File: src/rtl/nibble_alu_sequencer.sv
// rtl/nibble_alu_sequencer.sv - multi-cycle ALU time-sharing one 4-bit slice over nibbles (optional macro ALU_SEQ_NOR_EN)
module nibble_alu_sequencer #(
   parameter int WIDTH = 32
) (
   input  logic             clk,
   input  logic             rst_n,
   input  logic             start,
   input  logic [WIDTH-1:0] a,
   input  logic [WIDTH-1:0] b,
   input  logic [2:0]       op,
   output logic             ready,
   output logic             done,
   output logic [WIDTH-1:0] result,
   output logic             zero,
   output logic             overflow
);

   localparam int NIBBLES = WIDTH / 4;
   localparam int IDX_W   = (NIBBLES > 1) ? $clog2(NIBBLES) : 1;
   localparam logic [IDX_W-1:0] LAST_IDX = IDX_W'(NIBBLES - 1);

   localparam logic [1:0] S_IDLE = 2'd0;
   localparam logic [1:0] S_RUN  = 2'd1;
   localparam logic [1:0] S_FIN  = 2'd2;

   localparam logic [2:0] OP_AND = 3'b000;
   localparam logic [2:0] OP_OR  = 3'b001;
   localparam logic [2:0] OP_ADD = 3'b010;
   localparam logic [2:0] OP_NOR = 3'b100;
   localparam logic [2:0] OP_SUB = 3'b110;
   localparam logic [2:0] OP_SLT = 3'b111;

   logic [1:0]       r_state;
   logic [WIDTH-1:0] r_a;
   logic [WIDTH-1:0] r_b;
   logic [2:0]       r_op;
   logic             r_carry;
   logic [IDX_W-1:0] r_idx;
   logic [WIDTH-1:0] r_acc;
   logic             r_ovf;
   logic             r_sign;
   logic [WIDTH-1:0] r_result;
   logic             r_zero;
   logic             r_overflow;
   logic             r_done;

   logic [IDX_W+1:0] w_base;
   logic [3:0]       w_a_nib;
   logic [3:0]       w_b_nib;
   logic [3:0]       w_b_eff;
   logic [3:0]       w_low3;
   logic             w_c3;
   logic             w_cout;
   logic [3:0]       w_sum_nib;
   logic [3:0]       w_nib_out;
   logic             w_set;
   logic [WIDTH-1:0] w_new_result;
   logic             w_new_ovf;

   // 4-bit slice: operand nibble select, adder with carry into bit 3 exposed, op mux
   always_comb begin
      w_base  = {r_idx, 2'b00};
      w_a_nib = r_a[w_base +: 4];
      w_b_nib = r_b[w_base +: 4];
      w_b_eff = w_b_nib ^ {4{r_op[2]}};
      w_low3  = {1'b0, w_a_nib[2:0]} + {1'b0, w_b_eff[2:0]} + {3'b000, r_carry};
      w_c3    = w_low3[3];
      {w_cout, w_sum_nib} = {1'b0, w_a_nib} + {1'b0, w_b_eff} + {4'b0000, r_carry};
      w_nib_out = 4'h0;
      case (r_op)
         OP_AND:                 w_nib_out = w_a_nib & w_b_nib;
         OP_OR:                  w_nib_out = w_a_nib | w_b_nib;
         OP_ADD, OP_SUB, OP_SLT: w_nib_out = w_sum_nib;
`ifdef ALU_SEQ_NOR_EN
         OP_NOR:                 w_nib_out = ~(w_a_nib | w_b_nib);
`else
         OP_NOR:                 w_nib_out = 4'h0;
`endif
         default:                w_nib_out = 4'h0;
      endcase
   end

   // Final result selection applied on the FIN edge; SLT is sign corrected by overflow
   always_comb begin
      w_set        = r_sign ^ r_ovf;
      w_new_result = (r_op == OP_SLT) ? {{(WIDTH-1){1'b0}}, w_set} : r_acc;
      w_new_ovf    = ((r_op == OP_ADD) || (r_op == OP_SUB)) ? r_ovf : 1'b0;
   end

   // Sequencer: accept in IDLE, one nibble per RUN cycle, publish results in FIN
   always_ff @(posedge clk or negedge rst_n) begin
      if (!rst_n) begin
         r_state    <= S_IDLE;
         r_a        <= '0;
         r_b        <= '0;
         r_op       <= 3'b000;
         r_carry    <= 1'b0;
         r_idx      <= '0;
         r_acc      <= '0;
         r_ovf      <= 1'b0;
         r_sign     <= 1'b0;
         r_result   <= '0;
         r_zero     <= 1'b1;
         r_overflow <= 1'b0;
         r_done     <= 1'b0;
      end else begin
         r_done <= 1'b0;
         case (r_state)
            S_IDLE: begin
               if (start) begin
                  r_a     <= a;
                  r_b     <= b;
                  r_op    <= op;
                  r_carry <= op[2];
                  r_idx   <= '0;
                  r_state <= S_RUN;
               end
            end
            S_RUN: begin
               r_acc[w_base +: 4] <= w_nib_out;
               r_carry            <= w_cout;
               if (r_idx == LAST_IDX) begin
                  r_ovf   <= w_c3 ^ w_cout;
                  r_sign  <= w_sum_nib[3];
                  r_state <= S_FIN;
               end else begin
                  r_idx <= r_idx + 1'b1;
               end
            end
            S_FIN: begin
               r_result   <= w_new_result;
               r_zero     <= (w_new_result == '0);
               r_overflow <= w_new_ovf;
               r_done     <= 1'b1;
               r_state    <= S_IDLE;
            end
            default: r_state <= S_IDLE;
         endcase
      end
   end

   assign ready    = (r_state == S_IDLE);
   assign done     = r_done;
   assign result   = r_result;
   assign zero     = r_zero;
   assign overflow = r_overflow;

endmodule

File: config.mk
export PLATFORM = sky130hd
export DESIGN_NAME = nibble_alu_sequencer
export DESIGN_NICKNAME = d
export VERILOG_FILES = /design/src/rtl/nibble_alu_sequencer.sv
export SDC_FILE = /design/constraint.sdc
export NUM_CORES = 1
export LEC_CHECK = 0
export BUFFER_PORTS_ARGS = -buffer_cell sky130_fd_sc_hd__buf_4
export CAP_MARGIN = 20
export CORE_ASPECT_RATIO = 1.2
export CORE_MARGIN = 3
export CORE_UTILIZATION = 35
export CTS_BUF_LIST = sky130_fd_sc_hd__clkbuf_16
export DETAILED_ROUTE_END_ITERATION = 16
export HOLD_SLACK_MARGIN = 0.05
export PLACE_DENSITY = 0.59
export SLEW_MARGIN = 10
export SYNTH_ARGS = -nofsm -noshare
export SYNTH_HDL_FRONTEND = slang
export SYNTH_SLANG_ARGS = --single-unit
File: constraint.sdc
create_clock -name clk -period 3.6 [get_ports clk]
set_input_delay 0.72 -clock clk [delete_from_list [all_inputs] [get_ports clk]]
set_output_delay 0.72 -clock clk [all_outputs]
set_load 0.02 [all_outputs]
After elaboration in Yosys (flattened, before gate mapping)
Cells that the tools add are included.

Bits in registers: 142. Bits of input ports: 70. Output and inout port bits: 36. Logic and storage cells: 62.

Add/subtract/negate cells: 6. Eq/ne operators: 10. Shift-type cells: 4. Mux-type cells: 13. Bitwise operators: 5. Reduce and logical (&&, ||, !) cells: 11.

Operators by type and width (number): indexed part select 32 x 6 -> 4 bit (2); bitwise mux 32 bit (1); logical NOT 32 bit (1); 2-to-1 mux 32 bit (1); variable shift 4 x 7 -> 32 bit (first input constant) (1); indexed part select 4 x 7 -> 32 bit (1); one-hot mux 4 bit (3 select lines) (1); == test 3 bit (second input constant) (3); AND reduction 2 bit (4); negator 5 -> 7 bit (1); 2-to-1 mux 3 bit (2); != test 2 bit (second input constant) (3); one-hot mux 3 bit (2 select lines) (1); adder 4 x 4 -> 5 bit (1); adder 5 x 1 -> 5 bit (1); adder 3 x 3 -> 4 bit (1); adder 4 x 1 -> 4 bit (1); bitwise AND 4 bit (1); 2-to-1 mux 2 bit (2); bitwise OR 4 bit (1); one-hot mux 2 bit (2 select lines) (1); bitwise XOR 4 bit (1); adder 3 x 1 -> 3 bit (second input constant) (1); == test 3 x 1 -> 1 bit (second input constant) (1); other kinds (12) (15).

Longest topological paths before layout
Gate-level depths: netlist (run 1).

Word-level depth: 7. Depth in mapped cells: 11. Mapped depth without buffers: 10.

Least setup slack after synthesis (run 1)
Ideal clock, no wire load.

Kind: reg-to-reg. From: reg r_idx[0]. To: reg r_acc[31]. Setup time: 0.152 ns. Arrival time: 2.854 ns. Data required time: 3.448 ns. Path slack: 0.594 ns. Stages on the path, launching flop included: 11. Buffers on the path: 1. Period minus slack after synthesis: 3.006 ns. Cell sequence: dfrtp_1 -> buf_6 -> mux4_1 -> mux2_4 -> xor2_1 -> ha_1 -> nor2b_1 -> o21a_1 -> or3_1 -> nand3_1 -> a31oi_1.

Word-level cells in the longest chain between the ends: 7. Elaborated cells on any way between the ends: 12. Classes of those cells: add/sub: 3; shift: 4; mux: 2; bitwise: 3.

Ends and longest elaborated chain: from (decl) (line 38) `logic [IDX_W-1:0] r_idx;`; from (signal assigned) (line 127) `r_idx <= r_idx + 1'b1;`; indexed part select 32 x 6 -> 4 bit (line 64) `w_b_nib = r_b[w_base +: 4];`; bitwise XOR 4 bit (line 65) `w_b_eff = w_b_nib ^ {4{r_op[2]}};`; adder 4 x 4 -> 5 bit (line 68) `{w_cout, w_sum_nib} = {1'b0, w_a_nib} + {1'b0, w_b_eff} + {4'b0000, r_carry};`; adder 5 x 1 -> 5 bit (line 68); one-hot mux 4 bit (3 select lines) (line 70) `case (r_op)`; indexed part select 4 x 7 -> 32 bit (line 120) `r_acc[w_base +: 4] <= w_nib_out;`; bitwise mux 32 bit (*) (line 120); to (signal, indexed assignment) (line 120); to (decl) (line 39) `logic [WIDTH-1:0] r_acc;`.

Every way passes the cells marked *; elsewhere a longest branch is shown, timed or not. A chain may end at the register's enable or synchronous reset.

Worst setup path after layout (run 1)
From: reg r_idx[0]. To: reg r_carry.

Word-level cells in the longest chain between the ends: 5. Elaborated cells on any way between the ends: 6. Classes of those cells: add/sub: 2; shift: 2; mux: 1; bitwise: 1.

Ends and longest elaborated chain: indexed part select 32 x 6 -> 4 bit (line 64); bitwise XOR 4 bit (line 65); adder 4 x 4 -> 5 bit (*) (line 68); adder 5 x 1 -> 5 bit (*) (line 68); one-hot mux 1 bit (2 select lines) (*) (line 108) `case (r_state)`; to (signal assigned) (line 114) `r_carry <= op[2];`; to (signal assigned) (line 121) `r_carry <= w_cout;`; to (decl) (line 37) `logic r_carry;`.

Marks and branches as above.

==> flow_summary.ini, run 1 <==
[outcome]
status = finished clean

[global_routing]
grt_pass1_wl_mm = 25.0
gr-usage-met2_pct = 24.5
grt_max_degree = 112
grt_busiest_layer = met2
use_met1_pct = 21.2
use_met3_pct = 4.64
grt_antenna_before_repair = 0
grt_pass1_vias = 4724
grt_usage_pct = 15.8
grt_overflow = 0

[detailed_routing]
via_count = 4474
avgRoutedWirePerCell_um = 16.8
drt_wl_total_mm = 14.9
vias_per_cell = 5.06
drt_iter0_drc = 250
drc = 0
firstDrtPassIters = 4
ant_nets = 0

[worst_setup_path]
arrival_ns = 3.56
path_max_fanout = 20
endpoint_kind = flop
critPathKind = flop to flop
crit_path_start_kind = flop
worstPathRequired_ns = 3.91

[timing]
hold_viol = 0
finalSetupViolations = 0
setup_ws_ns = 0.344
slew_headroom_pct = 39.5
worstMarginPinSlew_ns = 0.904
fin_crit_ns = 3.26
maxSlewViolCount = 0
fmax_mhz = 307
holdWs_ns = 0.173
rsz0062_at_grt = false
fin_crit_sh_pct = 90.4
setup_tns_ns = 0
skew_ns = 0.00834

[power_and_ir_drop]
peakVddDrop_v = 0.000495
p_switching_mw = 2.93
internal-power_mw = 4.75
clock_power_share_pct = 21.7
power_frac_seq_pct = 34.7
power_density_mw_per_mm2 = 949
comb_power_share_pct = 43.6
leakage_nw = 3.81
p_sw_share_pct = 38.2

[synth]
synth.avg_cell_area_um2 = 11.9
synthDistinctLibCells = 47
ys_seq_area_share_pct = 54.8
ys_ff_latch = 142
ys.flop_type = dfrtp_1
synth_cells = 545
synth_edf_count = 0
synth.net_count = 627
synthArstFlopShare_pct = 100
syn-cell-area_mm2 = 0.00648
yosys_warnings = 0

[place]
portBuffers = 105
preCtsSetupSlack_ns = 0.275
globalplace.congestion = 0.882
dp_hpwl_mm = 10.9

[die]
die_x_um = 130
initial_utilization_pct = 36.3
rows = 53
core_area_mm2 = 0.0178
die_h_um = 155
dieArea_mm2 = 0.0202
io_pins = 106

[job]
drv_cap = 0

[layout]
antennaDiodeCount = 0
area_delta_synth_final_pct = 24.8
nNetsFinal = 733
drive_above_1_share_pct = 35.2

[clock_tree]
cts_tree = yes
cts_buffers = 17
clock_sinks = 142
h-tree-depth = 4
ctsHoldBuffers = 0
worstSkewPairLatency_ns = 0.42
root_buffer = clkbuf_16
clk_pin_slew_ns = 0.07
cts_max_path_buffers = 2

[worst_hold_path]
holdCritPathClass = input pin to asynchronous set/reset pin
-- repair_timing --
item                                    CTS  global route
setup buffers                             0             0
gates resized for setup                   0             1
endpoints found under the setup margin    0             2
-- final cells by class --
| class | count | area, um2 |
|---|---|---|
| Timing Repair Buffer | 113 | 872 |
| Tap cell | 220 | 275 |
| Clock buffer | 17 | 425 |
| Sequential cell | 142 | 3550 |
| Clock inverter | 15 | 140 |
| Multi-Input combinational cell | 364 | 2770 |
| Inverter | 13 | 48.8 |
| Fill cell | 1675 | 9750 |
-- path summary, 6_finish.rpt --
path	startpoint	endpoint	slack, ns	cells after the start
setup / recovery	r_idx[0]$_DFFE_PN0P_	r_carry$_DFFE_PN0P_	0.34	10
hold / removal	rst_n	result[21]$_DFFE_PN0P_	0.17	1
setup reg to reg	r_idx[0]$_DFFE_PN0P_	r_carry$_DFFE_PN0P_	0.34	10
hold reg to reg	result[18]$_DFFE_PN0P_	result[18]$_DFFE_PN0P_	0.46	2
max in group asynchronous	rst_n	r_sign$_DFFE_PN0P_	2.48	3
min in group clk	result[18]$_DFFE_PN0P_	result[18]$_DFFE_PN0P_	0.46	2
-- registers in the layout (all words and copies together), names as in the netlist --
name and flops:
r_a 32, r_acc 32, r_b 32, result 32
r_idx 3, r_op 3, r_state 2, done 1
overflow 1, r_carry 1, r_ovf 1, r_sign 1
zero 1
-- layer usage --
layer	wire length (um)	part of all wire, %	up-vias
li1	-	-	2145
met3	876	5.9	14
met2	7220	49	122
met5	0	0	-
met4	139	0.94	0
met1	6620	45	2193
-- power by group through the flow --
stage / Sequential, mW / Clock (mW) / Combinational (mW)
after floorplan: 2.56 / 0 / 2.54
after global placement: 2.67 / 0 / 3.27
after detailed placement: 2.69 / 0 / 3.33
after CTS: 2.67 / 1.71 / 3.34
after global routing: 2.75 / 1.79 / 3.72
final: 2.66 / 1.67 / 3.35
-- per-stage QoR --
step / instances / area (um2) / power [mW] / utilization, %
6_report: 884 / 8090 / 7.68 / 45.3
5_1_grt: 884 / 8090 / 8.27 / 45.3
4_1_cts: 883 / 8060 / 7.72 / 45.2
3_5_place_dp: 851 / 7490 / 6.02 / 42.0
3_3_place_gp: 851 / 7490 / 5.95 / 42.0
2_1_floorplan: 545 / 6480 / 5.10 / -
-- worst max-delay path: stages, from the launching register on --
cell,delay [ns]
dfrtp_1,0.52
buf_4,0.37
mux4_1,0.61
mux2i_1,0.25
fa_1,0.25
inv_1,0.06
fa_1,0.41
a21o_1,0.18
a21oi_1,0.20
a21oi_1,0.09
o22a_1,0.20
-- Yosys cell counts, drive strengths merged (4+ instances only) --
| cell | count | area [um2] |
|---|---|---|
| xor2 | 5 | 43.8 |
| o21ai | 26 | 134 |
| mux4 | 16 | 387 |
| nor4 | 11 | 75.1 |
| mux2 | 70 | 792 |
| buf | 9 | 47.6 |
| mux2i | 10 | 100 |
| nor3 | 4 | 20.0 |
| a31oi | 10 | 62.6 |
| nand4 | 4 | 25.0 |
| clkbuf | 17 | 63.8 |
| dfrtp | 141 | 3530 |
| ha | 10 | 125 |
| inv | 13 | 48.8 |
| nand2b | 5 | 31.3 |
| nor2 | 19 | 71.3 |
| a21oi | 10 | 50.1 |
| nand3 | 36 | 180 |
| nand2 | 98 | 368 |
-- cell families (layout without fill, tap and decap cells) --
logic type | after synthesis | after routing | synth area share, %
xor gates and xnor gates | 6 | 6 | 0.811
adders and majority gates | 15 | 15 | 3.05
AOI/OAI and AO/OA | 58 | 58 | 5.69
muxes | 96 | 96 | 19.7
DFF | 142 | 142 | 54.8
buffers and inverters | 39 | 158 | 2.47
and+or+nand+nor | 189 | 189 | 13.4
-- cells in the final DEF, fill, tap and decap left out, drive strengths merged, types with 4 or more instances in the layout --
cell type  Yosys  layout
mux2i         10      10
dfrtp        141     141
mux2          70      70
nand2         98      98
nand2b         5       5
nor4          11      11
o21ai         26      26
inv           13      19
mux4          16      16
xor2           5       5
clkinv         0       4
nor3           4       4
nand4          4       4
nand3         36      36
a21oi         10      10
buf            9     113
ha            10      10
a31oi         10      10
clkbuf        17      17
clkinvlp       0       4
nor2          19      19
Power figures use the tool's default switching activity.
==> run 2, diff against run 1 <==
--- a/config.mk
+++ b/config.mk
@@ -8,11 +8,12 @@
 export BUFFER_PORTS_ARGS = -buffer_cell sky130_fd_sc_hd__buf_4
 export CAP_MARGIN = 20
 export CORE_ASPECT_RATIO = 1.2
-export CORE_MARGIN = 3
+export CORE_MARGIN = 2
 export CORE_UTILIZATION = 35
 export CTS_BUF_LIST = sky130_fd_sc_hd__clkbuf_16
 export DETAILED_ROUTE_END_ITERATION = 16
 export HOLD_SLACK_MARGIN = 0.05
+export MAX_ROUTING_LAYER = met4
 export PLACE_DENSITY = 0.59
 export SLEW_MARGIN = 10
 export SYNTH_ARGS = -nofsm -noshare
==> run 2 against run 1 <==
Wire length shrank 2.2%. Sequential share of layout area grew 0.10 points. Clock power hardly changed. Final area down 0.23%. Setup slack worse by 0.075 ns. Critical path depth decreased by 1. Combinational power about the same.
==> flow_summary.ini, run 2 (synthesized netlist as in run 1, its figures left out) <==
[layout]
antennaDiodeCount = 0
drive_above_1_share_pct = 34.8
fin_area_mm2 = 0.00807
final_cell_mix = 141 x dfrtp_1, 109 x buf_4, 98 x nand2_1
layout_commonest_cell = dfrtp_1
area_delta_synth_final_pct = 24.5
nNetsFinal = 731

[clock_tree]
worstSkewPairLatency_ns = 0.42
h-tree-depth = 4
postCtsSetupBuffers = 0
cts_max_path_buffers = 2
ctsHoldBuffers = 0
root_buffer = clkbuf_16
cts_tree = yes
cts_buffers = 17
clock_sinks = 142
ctsResizeCount = 0
clk_pin_slew_ns = 0.06

[global_routing]
grt_usage_pct = 16.0
grt_pass1_vias = 4676
grt_pass1_wl_mm = 23.8
grt_max_degree = 76
grt_antenna_before_repair = 0
grt_overflow = 0

[die]
dieArea_mm2 = 0.0196
core_area_mm2 = 0.0182
initial_utilization_pct = 35.7
rows = 54
die_h_um = 153
die_x_um = 128
io_pins = 106

[place]
portBuffers = 105
post_dp_cell_area_mm2 = 0.00750
globalplace.congestion = 0.923
dp_hpwl_mm = 10.6

[power_and_ir_drop]
power_density_mw_per_mm2 = 953
internal-power_mw = 4.80
clock_power_share_pct = 22.0
leakage_nw = 3.80
p_switching_mw = 2.89
power_frac_seq_pct = 34.7
p_sw_share_pct = 37.6
comb_power_share_pct = 43.3
peakVddDrop_v = 0.000415

[detailed_routing]
vias_per_cell = 5.07
drt_wl_total_mm = 14.5
firstDrtPassIters = 4
drt_iter0_drc = 185
ant_nets = 0
via_count = 4490
avgRoutedWirePerCell_um = 16.4
drc = 0

[timing]
hold_viol = 0
setup_tns_ns = 0
finalSetupViolations = 0
maxSlewViolCount = 0
rsz0062_at_grt = false
fin_crit_sh_pct = 92.5
skew_ns = 0.0155
fmax_mhz = 300
worstMarginPinSlew_ns = 0.903
fin_crit_ns = 3.33
slew_headroom_pct = 39.7

[outcome]
status = finished clean

[worst_setup_path]
critPathKind = flop to flop
r2r-end = r_acc[31]$_DFFE_PN0P_
crit_path_start_kind = flop
crit_path_top_delay_cell = dfrtp_1
path_max_fanout = 19
r2r-start = r_idx[0]$_DFFE_PN0P_
arrival_ns = 3.59
reg2reg_slack_ns = 0.27
cp_top_family = multiplexers
critical_path_buf_inv_count = 1
max_stage_delay_ns = 0.57
reg2reg_depth = 9
endpoint_kind = flop
worstPathRequired_ns = 3.86
crit_chain = buf_4 -> mux4_2 -> mux2_2 -> ha_1 -> nor2b_1 -> o21a_1 -> or3_1 -> nand3_1 -> a31oi_1

[worst_hold_path]
holdCritPathClass = input pin to asynchronous set/reset pin

[job]
drv_cap = 0
==> run 2: changes by cell type in the layout (fill, tap and decap cells not counted) <==
cell,change
buf_4,-2
clkinv_2,+2
clkinv_4,-2
buf_12,+1
buf_16,-1
bufinv_16,+1
clkinv_1,+1
clkinvlp_4,-1
inv_1,-1
inv_8,-1
nand3_1,+1
nand3_2,-1
==> run 2: area by class of cell <==
class / count / area (um2)
Sequential cell: 142 / 3550
Tap cell: 224 / 280
Multi-Input combinational cell: 364 / 2770
Fill cell: 1710 / 10100
Clock inverter: 14 / 144
Inverter: 13 / 48.8
Timing Repair Buffer: 111 / 850
Clock buffer: 17 / 425
==> run 2: metrics by stage <==
| step | instances | power (mW) | worst slack (ns) | utilization [%] | hold WS, ns |
|---|---|---|---|---|---|
| 6_report | 885 | 7.69 | 0.269 | 44.4 | 0.327 |
| 5_1_grt | 885 | 8.24 | 0.0584 | 44.4 | 0.374 |
| 4_1_cts | 885 | 7.78 | 0.233 | 44.4 | 0.341 |
| 3_5_place_dp | 854 | 6.05 | 0.265 | 41.3 | 0.457 |
| 3_3_place_gp | 854 | 5.91 | 0.333 | 41.3 | 0.456 |
| 2_1_floorplan | 545 | 5.10 | 0.594 | - | 0.424 |
==> run 2: worst register-to-register path: stages (launching register included) <==
cell and delay [ns]:
dfrtp_1 0.57, buf_4 0.37, mux4_2 0.55, mux2_2 0.33
ha_1 0.29, nor2b_1 0.13, o21a_1 0.20, or3_1 0.33
nand3_1 0.26, a31oi_1 0.14
==> run 2: worst max-delay path by stage <==
stage / from / endpoint / slack [ns] / depth (start not counted)
2_1_floorplan: r_idx[0]$_DFFE_PN0P_ / r_acc[31]$_DFFE_PN0P_ / 0.59 / 10
3_3_place_gp: r_idx[0]$_DFFE_PN0P_ / r_acc[31]$_DFFE_PN0P_ / 0.33 / 9
3_5_place_dp: r_idx[0]$_DFFE_PN0P_ / r_carry$_DFFE_PN0P_ / 0.26 / 10
4_1_cts: r_idx[0]$_DFFE_PN0P_ / r_carry$_DFFE_PN0P_ / 0.23 / 10
5_1_grt: r_idx[0]$_DFFE_PN0P_ / r_ovf$_DFFE_PN0P_ / 0.06 / 10
6_report: r_idx[0]$_DFFE_PN0P_ / r_acc[31]$_DFFE_PN0P_ / 0.27 / 9
==> run 2: power by group through the flow <==
stage          combinational, mW  clock (mW)  sequential, mW
4_1_cts                     3.37        1.74            2.68
6_report                    3.33        1.69            2.67
3_5_place_dp                3.35           0            2.70
5_1_grt                     3.68        1.81            2.75
2_1_floorplan               2.54           0            2.56
3_3_place_gp                3.24           0            2.67
==> run 2: layer usage <==
layer	vias to the layer above	global-route usage (%)	wire (um)
li1	2151	-	-
met4	0	5.49	171
met2	115	25.2	7250
met3	9	3.15	534
met1	2215	20.8	6560
met5	-	-	0
==> run 3, diff against run 2 <==
--- a/config.mk
+++ b/config.mk
@@ -15,7 +15,6 @@
 export HOLD_SLACK_MARGIN = 0.05
 export MAX_ROUTING_LAYER = met4
 export PLACE_DENSITY = 0.59
-export SLEW_MARGIN = 10
 export SYNTH_ARGS = -nofsm -noshare
 export SYNTH_HDL_FRONTEND = slang
 export SYNTH_SLANG_ARGS = --single-unit
==> constraint.sdc (replaced) <==
create_clock -name clk -period 3.6 [get_ports clk]
set_input_delay 0.36 -clock clk [delete_from_list [all_inputs] [get_ports clk]]
set_output_delay 0.36 -clock clk [all_outputs]
set_load 0.1 [all_outputs]
==> run 3 against run 2 <==
Sequential power about the same. Clock power decreased by 6%. Non-clock buffer count increased by 2. Clock skew decreased by 0.0035 ns. Global-route usage increased by 0.29 points. Sequential share of layout area increased by 0.16 points. Hold slack got worse by 0.29 ns. Total power increased by 4.0%. Final area decreased by 0.37%.
==> flow_summary.ini, run 3 (synthesized netlist as in run 1, its figures left out) <==
[die]
initial_utilization_pct = 35.7
core_area_mm2 = 0.0182
dieArea_mm2 = 0.0196
rows = 54
io_pins = 106
die_h_um = 153
die_x_um = 128

[worst_setup_path]
critPathKind = flop to flop
path_max_fanout = 19
reg2reg_depth = 9
endpoint_kind = flop
arrival_ns = 3.70
worstPathRequired_ns = 3.94
crit_path_start_kind = flop

[timing]
rsz0062_at_grt = false
skew_ns = 0.0121
fmax_mhz = 297
hold_viol = 0
finalSetupViolations = 0
slew_headroom_pct = 33.1
fin_crit_sh_pct = 93.4
fin_crit_ns = 3.36
maxSlewViolCount = 0
setup_tns_ns = 0
worstMarginPinSlew_ns = 1.00

[power_and_ir_drop]
internal-power_mw = 4.68
peakVddDrop_v = 0.000456
clock_power_share_pct = 19.9
power_frac_seq_pct = 33.5
p_sw_share_pct = 41.4
leakage_nw = 3.79
power_density_mw_per_mm2 = 994
comb_power_share_pct = 46.7
p_switching_mw = 3.31

[layout]
multi_input_area_mm2 = 0.00277
nNetsFinal = 733
stdcell_count = 888
final_cell_mix = 141 x dfrtp_1, 112 x buf_4, 98 x nand2_1
antennaDiodeCount = 0
drive_above_1_share_pct = 34.8
nFillCells = 1697
area_delta_synth_final_pct = 24.1
layout_commonest_cell = dfrtp_1
seqCellArea_mm2 = 0.00355
fin_area_mm2 = 0.00804

[detailed_routing]
drc = 0
vias_per_cell = 5.08
ant_nets = 0
firstDrtPassIters = 4
via_count = 4508
avgRoutedWirePerCell_um = 16.6
drt_wl_total_mm = 14.7
drt_iter0_drc = 278

[clock_tree]
cts_tree = yes
clock_sinks = 142
worstSkewPairLatency_ns = 0.43
cts_buffers = 17
h-tree-depth = 4
clk_pin_slew_ns = 0.06
ctsHoldBuffers = 0
postCtsSetupBuffers = 0
root_buffer = clkbuf_16
ctsResizeCount = 0
cts_max_path_buffers = 2

[global_routing]
grt_antenna_before_repair = 0
grt_pass1_wl_mm = 24.4
grt_max_degree = 109
grt_usage_pct = 16.3
grt_pass1_vias = 4701
grt_overflow = 0

[place]
globalplace.congestion = 0.893
post_dp_cell_area_mm2 = 0.00750
place_inst = 856
dp_hpwl_mm = 10.9
portBuffers = 105

[outcome]
status = finished clean

[worst_hold_path]
holdCritPathClass = input pin to asynchronous set/reset pin

[job]
drv_cap = 0
==> run 3: worst paths after layout <==
path | start | end | slack (ns)
min in group clk | op[0] | r_op[0]$_DFFE_PN0P_ | 0.15
hold / removal | rst_n | result[31]$_DFFE_PN0P_ | 0.04
hold reg to reg | result[13]$_DFFE_PN0P_ | result[13]$_DFFE_PN0P_ | 0.47
setup reg to reg | r_idx[0]$_DFFE_PN0P_ | r_acc[31]$_DFFE_PN0P_ | 0.24
max in group asynchronous | rst_n | r_acc[29]$_DFFE_PN0P_ | 2.66
setup / recovery | r_idx[0]$_DFFE_PN0P_ | r_acc[31]$_DFFE_PN0P_ | 0.24
==> run 3: worst max-delay path: stages, from the launching register on <==
cell and delay (ns):
dfrtp_1 0.57, buf_4 0.37, mux4_2 0.55, mux2_2 0.34, ha_1 0.30, nor2b_1 0.13
o21a_1 0.20, o21ai_0 0.24, nand3_1 0.32, a31oi_1 0.25
==> run 3: through the flow <==
step / util, % / hold WS (ns) / worst slack (ns) / total power, mW
2_1_floorplan: - / 0.0644 / 0.365 / 5.47
3_3_place_gp: 41.3 / 0.456 / 0.354 / 6.29
3_5_place_dp: 41.3 / 0.458 / 0.272 / 6.44
4_1_cts: 44.2 / 0.107 / 0.241 / 8.06
5_1_grt: 44.2 / 0.141 / 0.00606 / 8.54
6_report: 44.2 / 0.0364 / 0.238 / 7.99
==> run 3: routing by layer <==
metal | routed length [um] | GRT usage, % | part of all wire (%)
met3 | 638 | 3.19 | 4.3
met4 | 142 | 5.60 | 0.97
met1 | 6620 | 20.8 | 45
met2 | 7310 | 26.0 | 50
met5 | 0 | - | 0
==> run 3: power by group through the flow <==
stage	clock, mW	combinational, mW	sequential [mW]
detailed placement	0	3.73	2.71
finish	1.59	3.73	2.68
CTS	1.63	3.75	2.68
global placement	0	3.61	2.68
floorplan	0	2.57	2.89
global route	1.69	4.09	2.76
==> run 3: area by class of cell <==
type | instances | area share, %
flip-flops and latches | 142 | 44.2
multi-input cells | 364 | 34.4
repair buffers | 113 | 10.6
clock buffers | 17 | 5.29
well taps | 224 | 3.49
clock inverters | 15 | 1.39
inverters | 13 | 0.607
